===== src/rtl/cmp_share_pkg.sv =====
// cmp_share_pkg: shared types and defaults for the shared-comparator arbiter
package cmp_share_pkg;
   localparam int NREQ_DEF = 4;
   localparam int W_DEF    = 3;
   localparam int ID_MAXW  = 3;
   typedef enum logic {EMPTY, FULL} slot_st_t;
   typedef struct packed {
      logic [ID_MAXW-1:0] id;
      logic               gt;
      logic               eq;
      logic               lt;
   } cmp_rsp_t;
endpackage


===== src/rtl/mag_cmp_w.sv =====
// mag_cmp_w: combinational W-bit unsigned magnitude comparator
module mag_cmp_w #(
   parameter int W = 3
) (
   input  logic [W-1:0] a,
   input  logic [W-1:0] b,
   output logic         gt,
   output logic         eq,
   output logic         lt
);
   assign gt = a > b;
   assign eq = a == b;
   assign lt = a < b;
endmodule


===== src/rtl/cmp_share_arbiter.sv =====
// cmp_share_arbiter: round-robin sharing of one comparator among NREQ requesters
module cmp_share_arbiter
   import cmp_share_pkg::*;
#(
   parameter int NREQ = NREQ_DEF,
   parameter int W    = W_DEF,
   parameter int IDW  = $clog2(NREQ)
) (
   input  logic              clk,
   input  logic              rst,
   input  logic [NREQ-1:0]   req_valid,
   input  logic [NREQ*W-1:0] req_a,
   input  logic [NREQ*W-1:0] req_b,
   output logic [NREQ-1:0]   req_ready,
   output logic              rsp_valid,
   input  logic              rsp_ready,
   output logic [IDW-1:0]    rsp_id,
   output logic              rsp_gt,
   output logic              rsp_eq,
   output logic              rsp_lt,
   output logic [15:0]       cmp_count
);
   slot_st_t       st, st_nxt;
   cmp_rsp_t       slot;
   logic [IDW-1:0] last_grant, gnt_idx;
   logic           gnt_any, slot_free, xfer, drain;
   logic [W-1:0]   a_sel, b_sel;
   logic           gt, eq, lt;
   logic [15:0]    cnt;
   // Scan from highest to lowest offset so the entry just after last_grant wins
   always_comb begin
      int j;
      j       = 0;
      gnt_any = 1'b0;
      gnt_idx = '0;
      for (int k = NREQ; k >= 1; k--) begin
         j = int'(last_grant) + k;
         j = (j >= NREQ) ? j - NREQ : j;
         if (req_valid[IDW'(j)]) begin
            gnt_any = 1'b1;
            gnt_idx = IDW'(j);
         end
      end
   end
   assign slot_free = (st == EMPTY) || rsp_ready;
   assign req_ready = (!rst && slot_free && gnt_any) ? NREQ'(1) << gnt_idx : '0;
   assign xfer      = |req_ready;
   assign drain     = (st == FULL) && rsp_ready;
   assign a_sel     = req_a[gnt_idx*W +: W];
   assign b_sel     = req_b[gnt_idx*W +: W];
   mag_cmp_w #(.W(W)) u_cmp (
      .a (a_sel),
      .b (b_sel),
      .gt(gt),
      .eq(eq),
      .lt(lt)
   );
   always_ff @(posedge clk) begin
      if (rst) st <= EMPTY;
      else     st <= st_nxt;
   end
   always_comb begin
      st_nxt = xfer ? FULL : drain ? EMPTY : st;
   end
   always_comb begin
      rsp_valid = st == FULL;
      rsp_id    = IDW'(slot.id);
      rsp_gt    = slot.gt;
      rsp_eq    = slot.eq;
      rsp_lt    = slot.lt;
      cmp_count = cnt;
   end
   // Payload only moves on a transfer, so it holds through drains and backpressure
   always_ff @(posedge clk) begin
      if (rst) begin
         slot       <= '0;
         last_grant <= IDW'(NREQ - 1);
         cnt        <= '0;
      end else begin
         if (xfer) begin
            slot       <= '{id: ID_MAXW'(gnt_idx), gt: gt, eq: eq, lt: lt};
            last_grant <= gnt_idx;
         end
         if (drain && cnt != 16'hFFFF) cnt <= cnt + 16'd1;
      end
   end
endmodule


===== config.mk =====
export PLATFORM = sky130hd
export DESIGN_NAME = cmp_share_arbiter
export DESIGN_NICKNAME = d
export VERILOG_FILES = /design/src/rtl/cmp_share_pkg.sv /design/src/rtl/mag_cmp_w.sv /design/src/rtl/cmp_share_arbiter.sv
export SDC_FILE = /design/constraint.sdc
export NUM_CORES = 1
export LEC_CHECK = 0
export ABC_AREA = 1
export ABC_CLOCK_PERIOD_IN_PS = 6500
export CORE_MARGIN = 2
export CORE_UTILIZATION = 50
export DETAILED_ROUTE_END_ITERATION = 8
export PLACE_DENSITY = 0.86
export SLEW_MARGIN = 20
export SYNTH_ARGS = -nofsm -noshare
export SYNTH_HDL_FRONTEND = slang
export SYNTH_SLANG_ARGS = --single-unit

===== constraint.sdc =====
create_clock -name clk -period 6.5 [get_ports clk]
set_input_delay 1.3 -clock clk [delete_from_list [all_inputs] [get_ports clk]]
set_output_delay 1.3 -clock clk [all_outputs]
set_load 0.1 [all_outputs]

==> flow_metrics.py <==
metrics = {
    "run_status": {
        "run_status": "finished clean",
    },
    "power": {
        "power.switching_uw": 667,
        "power_switching_share_pct": 59.6,
        "pwr-share-comb_pct": 76.8,
        "power.sequential.fraction_pct": 17.5,
        "intPower_uw": 452,
        "powerDensity_nw_per_um2": 482,
        "clock_network_power_share_pct": 5.7,
        "worst_ir_drop_on_vdd_uv": 389,
        "total_leakage_power_nw": 1.04,
    },
    "sta": {
        "rsz0062_at_grt": "no",
        "report.final.slew_viol_count": 0,
        "worst_hold_slack_ns": 0.487,
        "min_period_over_period_pct": 81.9,
        "endpoints_failing_setup": 0,
        "clock-skew-final_ns": 0.00603,
        "hold_viol": 0,
        "setup_tns_ns": 0,
        "achievable-frequency_mhz": 188,
        "worst_slew_margin_rel_pct": 34.0,
        "final.min_clock_period_ns": 5.33,
        "worst_slew_pin_slew_ns": 0.986,
    },
    "synthesis": {
        "yosysSeqAreaShare_pct": 27.6,
        "post_synth_inst_count": 290,
        "synth.net_count": 325,
        "synthesis.area_um2": 1740,
        "yosys_warnings": 0,
        "synth.ff_latch_count": 24,
        "synth_top_area_cell": "dfxtp_1",
        "synth_top_cells_by_area": "dfxtp_1, nand2_1, inv_1",
        "distinct_cell_type_count_after_synthesis": 28,
        "yosysTopAreaCellShare_pct": 27.6,
        "post_synth.cell_area_avg_um2": 6.01,
    },
    "setup_path": {
        "startpoint_type": "primary input",
        "end_kind": "output pin",
        "r2r_setup_slack_ns": 3.69,
        "required_ns": 5.20,
        "endpoint_arrival_time_on_the_critical_path_ns": 4.03,
        "critical_path_peak_fanout": 16,
        "path_class": "in2out",
        "r2r.worst_path.cells": 18,
    },
    "clocking": {
        "ctsRootBufferMaster": "clkbuf_4",
        "clkLatencyLatePin_ns": 0.31,
        "numCtsBuffers": 3,
        "cts-htree-levels": 1,
        "cts.hold.buffers_added": 0,
        "post_cts.resized_instances": 0,
        "clkSinkCount": 24,
        "cts.reportedPaths.clkPinSlew_ns": 0.12,
        "cts_tree": "yes",
        "clock_tree.buffer_depth": 2,
        "post-cts-setup-buffer-count": 0,
    },
    "routing": {
        "drt_first_pass_iters": 4,
        "vias": 1957,
        "final_antenna_net_count": 0,
        "drt-wirelength-per-cell_um": 11.0,
        "detail_route.vias_per_cell": 5.06,
        "drt_iter0_markers": 203,
        "detail_route.wirelength_um": 4260,
        "drt_drc_violations_left": 0,
    },
    "place": {
        "placement.io_buffers": 56,
        "place_area_um2": 2300,
        "detailed_place_hpwl_um": 3420,
        "place_congestion": 0.962,
    },
    "flow_run": {
        "max_cap_viol_count": 0,
    },
    "floorplan": {
        "fp-row-count": 21,
        "fp.dieH_um": 63.0,
        "fp.dieArea_um2": 3970,
        "die_width_um": 63.0,
        "core_um2": 3340,
        "top_level_ports": 57,
        "floorplan.initialDensity_pct": 52.2,
    },
    "global_route": {
        "gr-usage-all-layers_pct": 22.7,
        "grt_pass1_wl_um": 7490,
        "antenna_found_initial": 0,
        "vias_in_the_first_global_route": 1781,
        "globalRoute.totalOverflow": 0,
        "grt_start_max_net_pins": 17,
    },
    "finish": {
        "finalInstanceArea_um2": 2320,
        "layout.cells.most_common": "nand2_1",
        "antennaDiodeCount": 0,
        "drive_gt1_share_pct": 6.16,
        "final_cell_mix": "nand2_1, clkdlybuf4s50_1, inv_1, nor2_1, dfxtp_1",
        "final_nets": 378,
        "layout-area-overhead-vs-synth_pct": 33.2,
    },
    "min_path": {
        "hold-path-cell-count": 2,
        "worstHoldPathType": "reg2reg",
    },
}
synthesized netlist by cell type:
cell type and n:
o21ai_0 8, ha_1 4, clkbuf_1 2, dfxtp_1 24, nand3_1 21, a211oi_1 2, nand2_4 2, inv_1 34
nor3_1 8, nand3_2 1, buf_2 1, a21oi_1 13, nor2_1 30, nand2_1 99, buf_4 3, xnor2_1 1
nor3b_1 1, a21oi_2 1, o31ai_1 1, nand4_1 7, a21boi_2 1, nand3b_1 9, a31oi_1 2, xor2_1 2
buf_6 2, inv_2 4, nand2_2 6, inv_4 1
power by group through the flow:
stage	Clock, mW	Sequential (mW)	Combinational [mW]
6_report	0.0641	0.196	0.859
5_1_grt	0.0731	0.199	0.969
4_1_cts	0.0657	0.196	0.861
3_5_place_dp	0	0.199	0.858
3_3_place_gp	0	0.198	0.843
2_1_floorplan	0	0.299	0.630
area by class of cell:
cell class                 count  area, µm²
inverter                      39        149
clock buffer                   3       22.5
sequential                    24        480
timing repair buffer          56        556
tap                           46       57.6
multi-input combinational    219       1050
fill                         308       1020
cell families (layout without fill, tap and decap cells):
logic type / count (synthesis) / after routing / share of synthesized area [%]
adder cells (fa/ha/maj): 4 / 4 / 2.87
flip-flops: 24 / 24 / 27.6
buffers and inverters: 47 / 98 / 11.9
AO/OA/AOI/OAI: 28 / 28 / 9.20
AND/OR/NAND/NOR: 184 / 184 / 47.0
XOR/XNOR: 3 / 3 / 1.51
layer usage:
layer  routed length, µm  up-vias  track usage (%)
met2                2070       75             40.6
met1                1890      851             28.3
met3                 264        4             4.14
li1                    -     1027                -
met5                   0        -                0
met4                  36        0             5.00
path summary, 6_finish.rpt:
path	startpoint	endpoint
hold reg to reg	rsp_lt$_SDFFE_PP0P_	rsp_lt$_SDFFE_PP0P_
hold / removal	rsp_lt$_SDFFE_PP0P_	rsp_lt$_SDFFE_PP0P_
setup reg to reg	last_grant[0]$_SDFFE_PP1P_	rsp_gt$_SDFFE_PP0P_
setup / recovery	req_valid[3]	req_ready[3]
metrics by stage:
stage / util, % / setup WS, ns / power, mW / cells
floorplan: - / 1.18 / 0.929 / 290
global placement: 68.8 / 1.25 / 1.04 / 384
detailed placement: 68.8 / 1.19 / 1.06 / 384
CTS: 69.5 / 1.17 / 1.12 / 387
global route: 69.5 / 1.00 / 1.24 / 387
finish: 69.5 / 1.17 / 1.12 / 387
registers in the layout, summed over array words and instances, names as in the netlist:
register	count
rsp_eq	1
rsp_valid	1
rsp_gt	1
cmp_count	16
rsp_lt	1
rsp_id	2
last_grant	2
worst max-delay path, cell delays in order:
cell and delay [ns]:
clkdlybuf4s50_1 0.49, inv_1 0.06, nand2_1 0.07, nand3_1 0.10
nand2_1 0.09, inv_2 0.04, nand2_2 0.06, nand3_2 0.24
nand2_4 0.26, nand3_1 0.11, inv_1 0.07, clkdlybuf4s50_1 1.12
Power figures use the tool's default switching activity.
